`src/rtl/clk_div_prog.sv`:
```
// Runtime-programmable clock divider: square-wave clk_o or one-cycle tick_o.
// Define CLK_DIV_PHASE_CNT_EN to add the period_cnt_o period counter output.
module clk_div_prog #(
    parameter int unsigned CNT_W       = 32,
    parameter int unsigned DEFAULT_DIV = 5000,
    parameter int unsigned PHASE_W     = 16
) (
    input  logic             clk,
    input  logic             rst,
    input  logic             en_i,
    input  logic             mode_i,
    input  logic [CNT_W-1:0] div_i,
    input  logic             load_i,
    output logic             load_ack_o,
    output logic             load_err_o,
    output logic             clk_o,
    output logic             tick_o,
    output logic             busy_o,
    output logic             pend_o
`ifdef CLK_DIV_PHASE_CNT_EN
    ,
    output logic [PHASE_W-1:0] period_cnt_o
`endif
);

    typedef enum logic [1:0] {StIdle, StRun, StDrain} state_e;

    state_e           state_q, state_d;
    logic [CNT_W-1:0] cnt_q, cnt_d;
    logic [CNT_W-1:0] div_act_q, div_act_d;
    logic [CNT_W-1:0] div_pend_q, div_pend_d;
    logic             pend_q, pend_d;
    logic             mode_q, mode_d;
    logic             clk_q, clk_d;
    logic             tick_q, tick_d;
    logic             ack_q, err_q;
    logic             busy_q;

    logic boundary, draining, load_ok, load_bad, rise, apply_pend;

    assign load_ok  = load_i && (div_i != '0);
    assign load_bad = load_i && (div_i == '0);
    assign draining = (state_q == StDrain) && !en_i;
    // div_act only changes on a boundary or in idle, so cnt never passes div_act-1.
    assign boundary = (state_q != StIdle) && (cnt_q == div_act_q - CNT_W'(1));

    always_comb begin
        state_d    = state_q;
        cnt_d      = cnt_q;
        div_act_d  = div_act_q;
        div_pend_d = div_pend_q;
        pend_d     = pend_q;
        mode_d     = mode_q;
        clk_d      = clk_q;
        tick_d     = 1'b0;
        rise       = 1'b0;
        apply_pend = 1'b0;

        unique case (state_q)
            StIdle: begin
                cnt_d = '0;
                clk_d = 1'b0;
                if (en_i) begin
                    state_d = StRun;
                    mode_d  = mode_i;
                end
            end
            StRun, StDrain: begin
                state_d    = en_i ? StRun : StDrain;
                cnt_d      = boundary ? '0 : cnt_q + CNT_W'(1);
                apply_pend = boundary;
                if (!mode_q) begin
                    if (boundary) begin
                        // Stop on the would-be rising edge so clk_o always ends low.
                        if (draining && !clk_q) begin
                            state_d = StIdle;
                        end else begin
                            clk_d = ~clk_q;
                            rise  = ~clk_q;
                        end
                    end
                end else if (draining) begin
                    state_d    = StIdle;
                    cnt_d      = '0;
                    apply_pend = 1'b1;
                end else if (boundary) begin
                    tick_d = 1'b1;
                    rise   = 1'b1;
                end
            end
            default: state_d = StIdle;
        endcase

        if (apply_pend && pend_q) begin
            div_act_d = div_pend_q;
            pend_d    = 1'b0;
        end

        // A load arriving with the boundary becomes the next pending value.
        if (load_ok) begin
            if (state_q == StIdle || state_d == StIdle) begin
                div_act_d = div_i;
                pend_d    = 1'b0;
            end else begin
                div_pend_d = div_i;
                pend_d     = 1'b1;
            end
        end
    end

    always_ff @(posedge clk or negedge rst) begin
        if (!rst) begin
            state_q    <= StIdle;
            cnt_q      <= '0;
            div_act_q  <= CNT_W'(DEFAULT_DIV);
            div_pend_q <= '0;
            pend_q     <= 1'b0;
            mode_q     <= 1'b0;
            clk_q      <= 1'b0;
            tick_q     <= 1'b0;
            ack_q      <= 1'b0;
            err_q      <= 1'b0;
            busy_q     <= 1'b0;
        end else begin
            state_q    <= state_d;
            cnt_q      <= cnt_d;
            div_act_q  <= div_act_d;
            div_pend_q <= div_pend_d;
            pend_q     <= pend_d;
            mode_q     <= mode_d;
            clk_q      <= clk_d;
            tick_q     <= tick_d;
            ack_q      <= load_ok;
            err_q      <= load_bad;
            busy_q     <= (state_d != StIdle);
        end
    end

    assign load_ack_o = ack_q;
    assign load_err_o = err_q;
    assign clk_o      = clk_q;
    assign tick_o     = tick_q;
    assign busy_o     = busy_q;
    assign pend_o     = pend_q;

`ifdef CLK_DIV_PHASE_CNT_EN
    logic [PHASE_W-1:0] phase_q;

    always_ff @(posedge clk or negedge rst) begin
        if (!rst) begin
            phase_q <= '0;
        end else if (state_q == StIdle && state_d == StRun) begin
            phase_q <= '0;
        end else if (rise) begin
            phase_q <= phase_q + PHASE_W'(1);
        end
    end

    assign period_cnt_o = phase_q;
`else
    logic unused_phase;
    assign unused_phase = (|PHASE_W) | rise;
`endif

endmodule

```
`config.mk`:
```
export PLATFORM = sky130hd
export DESIGN_NAME = clk_div_prog
export DESIGN_NICKNAME = d
export VERILOG_FILES = /design/src/rtl/clk_div_prog.sv
export SDC_FILE = /design/constraint.sdc
export NUM_CORES = 1
export LEC_CHECK = 0
export CAP_MARGIN = 10
export CORE_MARGIN = 2
export CORE_UTILIZATION = 63
export DETAILED_ROUTE_END_ITERATION = 6
export PLACE_DENSITY_LB_ADDON = 0.08
export SYNTH_ARGS = -nofsm -noshare
export SYNTH_HDL_FRONTEND = slang
export SYNTH_SLANG_ARGS = --single-unit
```
`constraint.sdc`:
```
create_clock -name clk -period 5.85 [get_ports clk]
set_clock_uncertainty 0.15 [all_clocks]
set_input_delay 1.17 -clock clk [delete_from_list [all_inputs] [get_ports clk]]
set_output_delay 1.17 -clock clk [all_outputs]
set_load 0.01 [all_outputs]
```
==> results.json <==
{
  "drv_slew": 0,
  "path_clk_slew_ns": 0.10,
  "drt-wirelength-per-cell_um": 19.3,
  "wl_mm": 14.9,
  "worstPathMaxFanout": 32,
  "drive_gt1_share_pct": 21.9,
  "post-route-min-period_ns": 4.56,
  "cts_tree": "done",
  "core_mm2": 0.0102,
  "hold_viol": 0,
  "async_flop_share_pct": 100,
  "grt-ovfl-total": 0,
  "hpwl_mm": 10.6,
  "antenna_found_initial": 0,
  "final_common_cell": "dfrtp_1",
  "pwr_density_cell_mw_per_mm2": 457,
  "reg2reg_depth": 11,
  "grt_max_degree": 65,
  "status": "finished, final reports clean",
  "hold_path_class": "reg2reg",
  "grt.total_usage_pct": 27.9,
  "nNetsFinal": 671,
  "cp-end-kind": "flip-flop",
  "cp_num_buf_inv": 1,
  "holdWs_ns": 0.367,
  "gp_congestion": 0.947,
  "cp_num_cells": 11,
  "rsz0062_at_grt": "false",
  "hold_buffers": 0,
  "synthDominantCellAreaShare_pct": 38.3,
  "p_leak_nw": 2.96,
  "grt_pass1_wl_mm": 24.4,
  "endpoint": "div_act_q[23]",
  "ys_types": 64,
  "cts_resized": 0,
  "r2r_start": "div_act_q[0]",
  "path_common_cell": "and4b_1",
  "ant_nets": 0,
  "multi_input_area_mm2": 0.00368,
  "critical-path-max-stage-delay_ns": 0.93,
  "crit_required_ns": 5.99,
  "htreeDepth": 3,
  "die_h_um": 106,
  "numCtsBuffers": 9,
  "yosys_register_bits": 105,
  "synth_area_mm2": 0.00654,
  "syn_to_final_growth_pct": 9.32,
  "clock_path_buffers": 2,
  "ff_latch_area_mm2": 0.00263,
  "slew_headroom_pct": 25.2,
  "insertion_delay_ns": 0.40,
  "fin_crit_sh_pct": 77.9,
  "cp-start-kind": "flip-flop",
  "final_cell_mix": "dfrtp_1, mux2_4, nand2_1, nor2_1, clkdlybuf4s50_1",
  "grt_pass1_vias": 4745,
  "worstPathCellList": "inv_1, ha_1, nor3b_1, and4b_1, a21boi_0, o22ai_1, and4b_1, nand4_4, a21oi_4, mux2_2, mux2_4",
  "start_util_pct": 64.2,
  "setup_ws_ns": 1.29,
  "tns_ns": 0,
  "r2r_slack_ns": 1.29,
  "avgSynthCellArea_um2": 10.8,
  "yosys.area.top_type": "dfrtp_1",
  "fillers": 771,
  "max_freq_mhz": 219,
  "port-buffer-count": 42,
  "drtIter0Drc": 311,
  "tightest_slew_ns": 1.12,
  "route.detailed.drc": 0,
  "synth_nets": 649,
  "r2r-end": "div_act_q[23]",
  "antenna_cells": 0,
  "vias": 4861,
  "crit_arrival_ns": 4.70,
  "vias_per_cell": 6.31,
  "io-pin-count": 43,
  "cts-root-buf": "clkbuf_8",
  "place_ws_ns": 1.47,
  "synth_flop_cell": "dfrtp_1",
  "die_w_um": 106,
  "synth-edff-count": 0,
  "irDropWorstVdd_uv": 298,
  "postCtsSetupBuffers": 0,
  "slowest_stage": "a21oi_4",
  "setup-violations-final": 0,
  "dieArea_mm2": 0.0112,
  "ys_seq_area_share_pct": 40.3,
  "worstSetupStartpoint": "div_act_q[0]",
  "max_cap_violations": 0,
  "rows": 37,
  "first_pass_iters": 6,
  "critical_path_class": "reg2reg",
  "path_delay_family": "simple AND/OR/NAND/NOR gates",
  "synth_area_leaders": "dfrtp_1, mux2_4, mux2_2",
  "ys_warn_count": 0,
  "clock-sinks": 105,
  "syn_inst": 607
}
[kinds of logic after synthesis]
logic type | count (synthesis) | synth area share, %
xor+xnor | 53 | 7.10
compound gates | 68 | 7.52
fa+ha+maj | 5 | 0.957
buf+inv | 44 | 3.56
simple gates | 228 | 19.4
mux | 104 | 21.2
flops | 105 | 40.3
[layout make-up]
| type | instances | area share, % |
|---|---|---|
| Clock inverter | 4 | 0.473 |
| Inverter | 8 | 0.420 |
| Tap cell | 136 | 2.38 |
| Sequential cell | 105 | 36.8 |
| Timing Repair Buffer | 47 | 6.37 |
| Multi-Input combinational cell | 458 | 51.5 |
| Clock buffer | 12 | 2.03 |
[stage by stage]
stage / std cells / total power (W) / instance area [um2] / util [%]
global placement: 754 / 0.00273 / 6970 / 68.4
detailed placement: 754 / 0.00281 / 6970 / 68.4
global route: 770 / 0.00345 / 7150 / 70.2
floorplan: 607 / 0.00248 / 6540 / -
finish: 770 / 0.00327 / 7150 / 70.2
CTS: 770 / 0.00326 / 7150 / 70.2
[worst min-delay path by stage]
stage                         from              to  slack, ns  cells after the start
finish              div_pend_q[23]  div_pend_q[23]       0.37                      1
global route        div_pend_q[14]  div_pend_q[14]       0.39                      1
CTS                 div_pend_q[23]  div_pend_q[23]       0.37                      1
detailed placement  div_pend_q[28]  div_pend_q[28]       0.34                      1
global placement    div_pend_q[27]  div_pend_q[27]       0.34                      1
floorplan           div_pend_q[21]  div_pend_q[21]       0.32                      1
[cell usage after synthesis, types with 10 or more instances]
library cell / number
nor2_1: 42
clkbuf_1: 21
dfrtp_1: 100
xnor2_1: 28
mux2_2: 38
a21oi_1: 13
xor2_1: 25
mux2_4: 59
nor4_1: 18
nand2_1: 44
nor3_1: 26
o21ai_0: 17
nand4_1: 14
nand3_1: 10
[flip-flops by register name (all words and copies together) (netlist names)]
signal / count
busy_o: 1
pend_o: 1
load_err_o: 1
state_q: 2
div_pend_q: 32
clk_o: 1
cnt_q: 32
div_act_q: 32
load_ack_o: 1
mode_q: 1
tick_o: 1
[where the power goes]
group,switching [W],internal (W),total [W],leakage (nW)
logic,0.000673,0.000827,0.00150,1.57
registers,0.000331,0.000996,0.00133,1.31
clock network,0.000267,0.000172,0.000439,0.0880
total,0.00127,0.00200,0.00327,2.96
[metal layers]
metal	share of wire [%]	track usage [%]
met4	2.5	9.68
met2	47	43.9
met3	4.5	6.49
met1	46	38.1
met5	0	0
Power figures use the tool's default switching activity.
